File: src/rtl/req_ack_timeout_ctrl.sv
// Requester-side req/ack sequencer: raises req per attempt, waits a bounded
// number of cycles for an ack rising edge, retries after a low gap, then flags err.
module req_ack_timeout_ctrl #(
  parameter int unsigned TIMEOUT   = 16,
  parameter int unsigned MAX_RETRY = 3,
  parameter int unsigned GAP       = 2,
  parameter int unsigned CW        = 8
) (
  input  logic          clk,
  input  logic          rst,
  input  logic          start,
  input  logic          abort,
  input  logic          ack,
  output logic          req,
  output logic          busy,
  output logic          done,
  output logic          err,
  output logic [CW-1:0] retry_cnt,
  output logic [CW-1:0] last_lat
);

  localparam int unsigned GW = (GAP > 1) ? $clog2(GAP) : 1;

  typedef enum logic [1:0] {StIdle, StWaitAck, StGap} state_e;

  state_e        state_q, state_d;
  logic          req_q, req_d;
  logic          done_q, done_d;
  logic          err_q, err_d;
  logic          ack_q;
  logic [CW-1:0] wait_cnt_q, wait_cnt_d;
  logic [CW-1:0] retry_cnt_q, retry_cnt_d;
  logic [CW-1:0] last_lat_q, last_lat_d;
  logic [GW-1:0] gap_cnt_q, gap_cnt_d;
  logic          ack_rise;

  // A level already high before the attempt never counts; only a fresh edge does.
  assign ack_rise = ack & ~ack_q;

  always_comb begin
    state_d     = state_q;
    wait_cnt_d  = wait_cnt_q;
    gap_cnt_d   = gap_cnt_q;
    retry_cnt_d = retry_cnt_q;
    last_lat_d  = last_lat_q;
    done_d      = 1'b0;
    err_d       = 1'b0;

    case (state_q)
      StIdle: begin
        if (start && !abort) begin
          state_d     = StWaitAck;
          wait_cnt_d  = '0;
          retry_cnt_d = '0;
        end
      end
      StWaitAck: begin
        if (abort) begin
          state_d = StIdle;
        end else if (ack_rise) begin
          state_d    = StIdle;
          done_d     = 1'b1;
          last_lat_d = wait_cnt_q;
        end else if (wait_cnt_q == CW'(TIMEOUT - 1)) begin
          if (retry_cnt_q < CW'(MAX_RETRY)) begin
            state_d     = StGap;
            gap_cnt_d   = '0;
            retry_cnt_d = retry_cnt_q + 1'b1;
          end else begin
            state_d = StIdle;
            err_d   = 1'b1;
          end
        end else begin
          wait_cnt_d = wait_cnt_q + 1'b1;
        end
      end
      StGap: begin
        if (abort) begin
          state_d = StIdle;
        end else if (gap_cnt_q == GW'(GAP - 1)) begin
          state_d    = StWaitAck;
          wait_cnt_d = '0;
        end else begin
          gap_cnt_d = gap_cnt_q + 1'b1;
        end
      end
      default: state_d = StIdle;
    endcase

    req_d = (state_d == StWaitAck);
  end

  always_ff @(posedge clk) begin
    if (rst) begin
      state_q     <= StIdle;
      req_q       <= 1'b0;
      done_q      <= 1'b0;
      err_q       <= 1'b0;
      ack_q       <= 1'b0;
      wait_cnt_q  <= '0;
      gap_cnt_q   <= '0;
      retry_cnt_q <= '0;
      last_lat_q  <= '0;
    end else begin
      state_q     <= state_d;
      req_q       <= req_d;
      done_q      <= done_d;
      err_q       <= err_d;
      ack_q       <= ack;
      wait_cnt_q  <= wait_cnt_d;
      gap_cnt_q   <= gap_cnt_d;
      retry_cnt_q <= retry_cnt_d;
      last_lat_q  <= last_lat_d;
    end
  end

  assign req       = req_q;
  assign busy      = (state_q != StIdle);
  assign done      = done_q;
  assign err       = err_q;
  assign retry_cnt = retry_cnt_q;
  assign last_lat  = last_lat_q;

endmodule

File: config.mk
export PLATFORM = sky130hd
export DESIGN_NAME = req_ack_timeout_ctrl
export DESIGN_NICKNAME = d
export VERILOG_FILES = /design/src/rtl/req_ack_timeout_ctrl.sv
export SDC_FILE = /design/constraint.sdc
export NUM_CORES = 1
export LEC_CHECK = 0
export BUFFER_PORTS_ARGS = -buffer_cell sky130_fd_sc_hd__buf_2
export CELL_PAD_IN_SITES_DETAIL_PLACEMENT = 1
export CELL_PAD_IN_SITES_GLOBAL_PLACEMENT = 2
export CORE_MARGIN = 5
export CORE_UTILIZATION = 35
export DETAILED_ROUTE_END_ITERATION = 10
export PLACE_DENSITY = 0.85
export SETUP_SLACK_MARGIN = 0.5
export SLEW_MARGIN = 20
export SYNTH_ARGS = -nofsm -noshare
export SYNTH_HDL_FRONTEND = slang
export SYNTH_SLANG_ARGS = --single-unit
File: constraint.sdc
create_clock -name clk -period 3.56 [get_ports clk]
set_clock_uncertainty 0.15 [all_clocks]
set_input_delay 0.712 -clock clk [delete_from_list [all_inputs] [get_ports clk]]
set_output_delay 0.712 -clock clk [all_outputs]
set_load 0.005 [all_outputs]
==> results.toml, run 1 <==
[synth]
synth_edf_count = 0
syn-cell-area_mm2 = 0.00137
netlist_instances = 154
yosys_warnings = 0
ys_types = 41
ys_seq_elements = 31
syn_avg_cell_area_um2 = 8.88
yosysSeqAreaShare = 0.454
synth_top_flop_cell = "dfxtp_1"
async_flop_share = 0
syn-num-nets = 161

[floorplanning]
die_w_um = 72.5
initial_core_util = 0.368
die_h_um = 72.5
fp.coreArea_mm2 = 0.00372
die_area_mm2 = 0.00526
rows = 22
io_pins = 25

[clock_tree]
path_clk_slew_ns = 0.06
ctsHoldBuffers = 0
h-tree-depth = 2
insertion_delay_ns = 0.28
cts_tree = "done"
cts.sinks = 31
numCtsBuffers = 5
cts-resized-gates = 0
cts_root_buf = "clkbuf_8"
cts.path.max_buffers = 2
cts_setup_buffers = 0

[timing]
hold_violations = 0
relSlewSlack = 0.638
period_needed_ns = 2.22
setup_tns_ns = 0
rsz0062_at_grt = "no"
setup_viol = 0
clock.fmax_ghz = 0.451
finalCritPeriodShare = 0.623
drv_slew = 0
tightestPinTransition_ns = 0.539

[route]
drtAntennaViolNets = 0
drt_iter0_markers = 21
dr_total_vias = 1221
viasPerCell = 5.33
wl_per_cell_um = 14.7
wl_mm = 3.36
remaining_drc_errors = 0
firstDrtPassIters = 4

[grt]
grt_pass1_vias = 1274
grt_start_max_net_pins = 23
antenna_found_initial = 0
grt_use_total = 0.142
grt_pass1_wl_mm = 5.82
grt_overflow_total = 0

[flow_run]
maxCapViolations = 0

[power_and_ir_drop]
p_leak_nw = 0.656
power_density_mw_per_mm2 = 425
max-vdd-ir-drop_mv = 0.250

[final_layout]
drive_above_1_share = 0.232
syn2layout_area_growth_pct = 18.9
final_common_cell = "dfxtp_1"
final_cell_mix = "31 x dfxtp_1, 24 x buf_2, 16 x a21oi_1"
antennaDiodeCount = 0
instances_no_fill = 229
final_nets = 187

[setup_path]
critPathLaunchType = "flip-flop"
critPathArrivalTime_ns = 2.29
cp_cell_sequence = "nor3b_4, o211ai_2, or4_1, a21oi_1"
crit_path_end_kind = "flip-flop"
critPathKind = "flip-flop to flip-flop"
cp_slowest_cell = "or4_1"
path_max_fanout = 14
slowest_delay_ns = 0.58
required_ns = 3.63

[place]
portBuffers = 24
place_hpwl_mm = 2.53
place_congestion = 0.767
dp_cells = 221

[hold_path]
hold_class = "flip-flop to flip-flop"

[run_status]
status = "finished, final reports clean"
-- per-stage QoR --
stage | hold slack (ns) | worst slack, ns | power, mW | util | area [um2]
finish | 0.303 | 1.34 | 0.691 | 0.438 | 1630
floorplan | 0.303 | 1.53 | 0.384 | - | 1370
CTS | 0.305 | 1.32 | 0.700 | 0.438 | 1630
detailed placement | 0.296 | 1.04 | 0.396 | 0.411 | 1530
global placement | 0.293 | 1.13 | 0.395 | 0.411 | 1530
global route | 0.334 | 1.13 | 0.722 | 0.438 | 1630
-- state kept, by name (all words and copies together), names as in the netlist --
register,count
err,1
last_lat,8
state_q,2
req,1
wait_cnt_q,8
retry_cnt,8
done,1
ack_q,1
gap_cnt_q,1
-- logic make-up after synthesis --
| group | count (synthesis) | synth area share |
|---|---|---|
| buf+inv | 10 | 0.0320 |
| simple gates | 77 | 0.333 |
| compound gates | 33 | 0.155 |
| mux | 1 | 0.00823 |
| fa+ha+maj | 2 | 0.0183 |
| flops | 31 | 0.454 |
-- synthesized netlist by cell type (3+ instances only) --
cell	number	area, um2
dfxtp_1	31	621
a21oi_1	16	80.1
nand2_1	15	56.3
nand3_1	14	70.1
nor2_1	11	41.3
and3_1	7	43.8
inv_1	4	15.0
nand2b_1	4	25.0
nand4_1	3	18.8
o21ai_0	3	15.0
o21ai_1	3	15.0
or3_1	3	18.8
or4_1	3	22.5
-- report_power, final --
| part | switching [mW] | internal, mW |
|---|---|---|
| clock network | 0.127 | 0.176 |
| registers | 0.00307 | 0.349 |
| logic | 0.0237 | 0.0121 |
-- worst paths after layout --
kind	slack, ns	end	start	cells past startpoint
worst max-delay path	1.34	wait_cnt_q[5]$_SDFFE_PP0P_	state_q[0]$_SDFF_PP0_	4
worst min-delay path	0.30	last_lat[4]$_SDFFE_PP0P_	last_lat[4]$_SDFFE_PP0P_	2
worst max register to register	1.34	wait_cnt_q[5]$_SDFFE_PP0P_	state_q[0]$_SDFF_PP0_	4
worst min register to register	0.30	last_lat[4]$_SDFFE_PP0P_	last_lat[4]$_SDFFE_PP0P_	2
-- worst max-delay path: cells and delay by family (launching register included) --
kind,cells,cell delay (ns)
and+or+nand+nor,2,1.02
AOI/OAI and AO/OA,2,0.48
DFF,1,0.51
-- cell type report --
cell class | count | area [um2]
Timing Repair Buffer | 25 | 128
Sequential cell | 31 | 621
Inverter | 4 | 15.0
Clock buffer | 8 | 100
Tap cell | 48 | 60.1
Multi-Input combinational cell | 113 | 703
Fill cell | 452 | 2090
-- metal layers --
metal | track usage | vias to the layer above | part of all wire
met2 | 0.255 | 29 | 0.49
li1 | - | 614 | -
met5 | 0 | - | 0
met1 | 0.156 | 572 | 0.43
met3 | 0.0457 | 6 | 0.059
met4 | 0.0492 | 0 | 0.016
Power figures use the tool's default switching activity.
==> run 2: changes to the inputs <==
Settings changed: CORE_UTILIZATION 35 to 29, PLACE_DENSITY 0.85 to 0.75.
Clock period 3.56 ns to 2 ns, I/O delays scaled along.
==> results.toml, run 2 (synthesis results as in run 1) <==
[place]
dp_cells = 233
place_hpwl_mm = 2.70
pre_cts_slack_ns = 0.0830
place_congestion = 0.821
portBuffers = 24

[setup_path]
path_max_fanout = 4
crit_path_end_kind = "flip-flop"
critPathTopFamily = "simple AND/OR/NAND/NOR gates"
slowest_delay_ns = 0.55
cp_slowest_cell = "or4_1"
critPathKind = "flip-flop to flip-flop"
required_ns = 2.07
critPathArrivalTime_ns = 2.01
critPathBufInv = 2
cp_cell_sequence = "ha_4, nand3_4, o211ai_4, buf_6, buf_12, or4_1, a21oi_2"
critPathLaunchType = "flip-flop"

[final_layout]
multi_input_area_um2 = 871
fill_cells = 551
antennaDiodeCount = 0
drive_above_1_share = 0.484
final_nets = 221
final-seq-area_um2 = 641
instances_no_fill = 269
final_cell_mix = "23 x dfxtp_1, 23 x buf_2, 22 x buf_4"
syn2layout_area_growth_pct = 57.0

[route]
viasPerCell = 5.27
wl_per_cell_um = 16.6
dr_total_vias = 1417
drtAntennaViolNets = 0
drt_iter0_markers = 96
remaining_drc_errors = 0
firstDrtPassIters = 4
wl_mm = 4.46

[clock_tree]
cts_root_buf = "clkbuf_8"
path_clk_slew_ns = 0.07
cts_tree = "done"
insertion_delay_ns = 0.29
numCtsBuffers = 5
h-tree-depth = 2
cts.path.max_buffers = 2
cts.sinks = 31

[grt]
grt_pass1_vias = 1583
grt_use_total = 0.158
grt_pass1_wl_mm = 7.55
grt_start_max_net_pins = 23
grt_overflow_total = 0
antenna_found_initial = 0

[floorplanning]
io_pins = 25
die_area_mm2 = 0.00619
die_w_um = 78.7
die_h_um = 78.7
rows = 25
initial_core_util = 0.293
fp.coreArea_mm2 = 0.00466

[timing]
drv_slew = 0
clock.fmax_ghz = 0.515
setup_viol = 0
rsz0062_at_grt = "yes"
finalCritPeriodShare = 0.971
hold_violations = 0
period_needed_ns = 1.94
tightestPinTransition_ns = 0.534
setup_slack_ns = 0.0585
relSlewSlack = 0.643

[power_and_ir_drop]
power_density_mw_per_mm2 = 565
max-vdd-ir-drop_mv = 0.408
p_leak_nw = 0.892

[flow_run]
maxCapViolations = 0

[run_status]
status = "finished, final reports clean"

[hold_path]
hold_class = "input port to flip-flop"
-- run 2: changes by cell type in the layout (fill, tap and decap cells not counted), sizes merged --
| cell | change |
|---|---|
| clkbuf | -1 |
| buf | +34 |
| clkinv | +1 |
-- run 2: timing repair --
| item | 4_1_cts | 5_1_grt |
|---|---|---|
| hold buffers | 0 | 0 |
| pin swaps | 19 | 9 |
| setup buffers | 20 | 6 |
| setup endpoints to repair | 23 | 30 |
| resized for setup | 33 | 19 |
| gates cloned | 2 | 0 |
-- run 2: worst paths after layout --
kind | to | slack, ns | startpoint | depth (start not counted)
worst max-delay path | wait_cnt_q[7]$_SDFFE_PP0P_ | 0.06 | wait_cnt_q[1]$_SDFFE_PP0P_ | 7
worst min-delay path | ack_q$_SDFF_PP0_ | 0.22 | ack | 2
worst max register to register | wait_cnt_q[7]$_SDFFE_PP0P_ | 0.06 | wait_cnt_q[1]$_SDFFE_PP0P_ | 7
worst min register to register | last_lat[7]$_SDFFE_PP0P_ | 0.30 | last_lat[7]$_SDFFE_PP0P_ | 2
-- run 2: layer usage --
layer | up-vias | track usage | wire length (um)
met4 | 0 | 0.0839 | 123
met3 | 11 | 0.0436 | 185
met5 | - | 0 | 0
met1 | 682 | 0.164 | 1780
met2 | 41 | 0.285 | 2380
li1 | 683 | - | -
-- run 2: stage by stage --
| stage | util | hold WS [ns] | total power, mW | TNS (ns) | cell area (um2) |
|---|---|---|---|---|---|
| after floorplan | - | 0.303 | 0.688 | 0 | 1410 |
| after global placement | 0.344 | 0.292 | 0.710 | 0 | 1600 |
| after detailed placement | 0.344 | 0.298 | 0.712 | 0 | 1600 |
| after CTS | 0.434 | 0.212 | 1.22 | 0 | 2020 |
| after global routing | 0.461 | 0.222 | 1.27 | -0.0322 | 2150 |
| final | 0.461 | 0.217 | 1.21 | 0 | 2150 |
-- run 2: final cells by class --
| cell class | instances | share of cell area |
|---|---|---|
| clock buffers | 7 | 0.0355 |
| well taps | 54 | 0.0315 |
| clock inverters | 1 | 0.00233 |
| repair buffers | 59 | 0.220 |
| inverters | 4 | 0.00699 |
| flip-flops and latches | 31 | 0.298 |
| multi-input cells | 113 | 0.406 |
-- run 2: worst reg2reg max path, cell delays in order, from the launching register on --
cell and delay (ns):
dfxtp_4 0.35, ha_4 0.17, nand3_4 0.10, o211ai_4 0.12
buf_6 0.15, buf_12 0.12, or4_1 0.55, a21oi_2 0.15
-- run 2: where the power goes --
part | leakage (nW) | switching, mW | internal [mW] | total [mW]
sequential | 0.255 | 0.00300 | 0.617 | 0.620
combinational | 0.594 | 0.0614 | 0.0504 | 0.112
clock | 0.0422 | 0.237 | 0.244 | 0.481
total | 0.892 | 0.301 | 0.912 | 1.21
==> run 3: changes to the inputs <==
Settings changed: REMOVE_ABC_BUFFERS from default to 1.
==> results.toml, run 3 (synthesis results as in run 1) <==
[setup_path]
worstRegToRegCells = 5
rrSetupSlack_ns = 0.15
critPathArrivalTime_ns = 1.86
critPathKind = "flip-flop to flip-flop"
timing.rr.start = "wait_cnt_q[4]$_SDFFE_PP0P_"
required_ns = 2.02
timing.rr.end = "retry_cnt[1]$_SDFFE_PP0P_"
path_max_fanout = 5
crit_path_end_kind = "flip-flop"
critPathLaunchType = "flip-flop"

[floorplanning]
die_h_um = 78.7
io_pins = 25
die_area_mm2 = 0.00619
die_w_um = 78.7
rows = 25
fp.coreArea_mm2 = 0.00466
initial_core_util = 0.293

[power_and_ir_drop]
p_leak_nw = 0.813
power_density_mw_per_mm2 = 606
p_sw_frac = 0.236
seq_power_share = 0.509
p_int_mw = 0.935
max-vdd-ir-drop_mv = 0.266
p_total_mw = 1.22
p_clk_frac = 0.400
pwr-share-comb = 0.091
p_switching_mw = 0.288

[place]
place_hpwl_mm = 2.95
portBuffers = 24
place_congestion = 0.805
dpl-instance-area_mm2 = 0.00162

[hold_path]
min_to = "retry_cnt[1]$_SDFFE_PP0P_"
min_path_cells = 2
hold_class = "input port to flip-flop"
worstHoldStart = "rst"

[clock_tree]
cts.sinks = 31
numCtsBuffers = 5
path_clk_slew_ns = 0.06
cts.path.max_buffers = 2
cts_root_buf = "clkbuf_8"
h-tree-depth = 2
insertion_delay_ns = 0.28
cts_tree = "done"

[final_layout]
antennaDiodeCount = 0
final_cell_mix = "26 x dfxtp_1, 23 x buf_2, 15 x buf_4"
stdcell_area_mm2 = 0.00202
final_common_cell = "dfxtp_1"
final_nets = 209
syn2layout_area_growth_pct = 47.6
drive_above_1_share = 0.455

[route]
remaining_drc_errors = 0
m1WireLength_mm = 1.81
met3WireLength_um = 167
dr_wl_met2_mm = 2.34
firstDrtPassIters = 4
drtAntennaViolNets = 0
drt_iter0_markers = 64
wl_mm = 4.41
viasPerCell = 5.28
dr_total_vias = 1351
top_layer_used = "met4"
wl_per_cell_um = 17.2

[grt]
grt_pass1_wl_mm = 7.13
grt_use_total = 0.146
grt_overflow_total = 0
antenna_found_initial = 0
grt_start_max_net_pins = 16
grt_pass1_vias = 1502

[timing]
period_needed_ns = 1.85
clock.fmax_ghz = 0.542
tightestPinTransition_ns = 0.327
setup_viol = 0
setup_tns_ns = 0
hold_violations = 0
finalCritPeriodShare = 0.923
rsz0062_at_grt = "yes"
relSlewSlack = 0.781
drv_slew = 0
whs_ns = 0.266

[flow_run]
maxCapViolations = 0

[run_status]
status = "finished, final reports clean"
## run 3: critical path, cell delays in order (launching register included)
cell and delay [ns]:
dfxtp_2 0.32, or4_4 0.58, nor4_4 0.32, buf_4 0.19
or3b_2 0.11, a31oi_1 0.07
## run 3: worst max path at each step
stage / endpoint / startpoint / slack, ns
2_1_floorplan: wait_cnt_q[5]$_SDFFE_PP0P_ / state_q[0]$_SDFF_PP0_ / 0.07
3_3_place_gp: gap_cnt_q$_SDFFE_PP0P_ / retry_cnt[1]$_SDFFE_PP0P_ / 0.12
3_5_place_dp: gap_cnt_q$_SDFFE_PP0P_ / retry_cnt[1]$_SDFFE_PP0P_ / 0.03
4_1_cts: retry_cnt[1]$_SDFFE_PP0P_ / wait_cnt_q[6]$_SDFFE_PP0P_ / 0.15
5_1_grt: state_q[1]$_SDFF_PP0_ / wait_cnt_q[4]$_SDFFE_PP0P_ / 0.1
6_report: retry_cnt[1]$_SDFFE_PP0P_ / wait_cnt_q[4]$_SDFFE_PP0P_ / 0.15
## run 3: per-stage QoR
| stage | utilization | setup slack, ns | std cells |
|---|---|---|---|
| floorplan | - | 0.0702 | 148 |
| global placement | 0.348 | 0.117 | 239 |
| detailed placement | 0.348 | 0.0260 | 239 |
| CTS | 0.408 | 0.154 | 253 |
| global route | 0.433 | 0.0993 | 256 |
| finish | 0.433 | 0.155 | 256 |
## run 3: routing by layer
layer  up-vias  track usage
met3         9       0.0424
li1        659            -
met5         -            0
met2        28        0.257
met1       655        0.159
met4         0       0.0682
## run 3: cell type report
type,count,area [um2]
clock inverter,1,5.00
fill,542,2640
tap,54,67.6
multi-input combinational,114,887
clock buffer,6,82.6
timing repair buffer,46,327
sequential,31,634
inverter,4,15.0
## run 3: repair_timing
item                       CTS  global route
pin swaps                   18            13
gates cloned                 0             1
buffers inserted             7             2
resized for setup           34            21
hold buffers                 0             0
setup endpoints to repair   31            31
## run 3: power groups by stage
stage	Clock (mW)	Sequential [mW]	Combinational, mW
6_report	0.489	0.623	0.111
5_1_grt	0.532	0.623	0.120
4_1_cts	0.511	0.623	0.0987
3_5_place_dp	0	0.639	0.0766
3_3_place_gp	0	0.639	0.0742
2_1_floorplan	0	0.640	0.0357
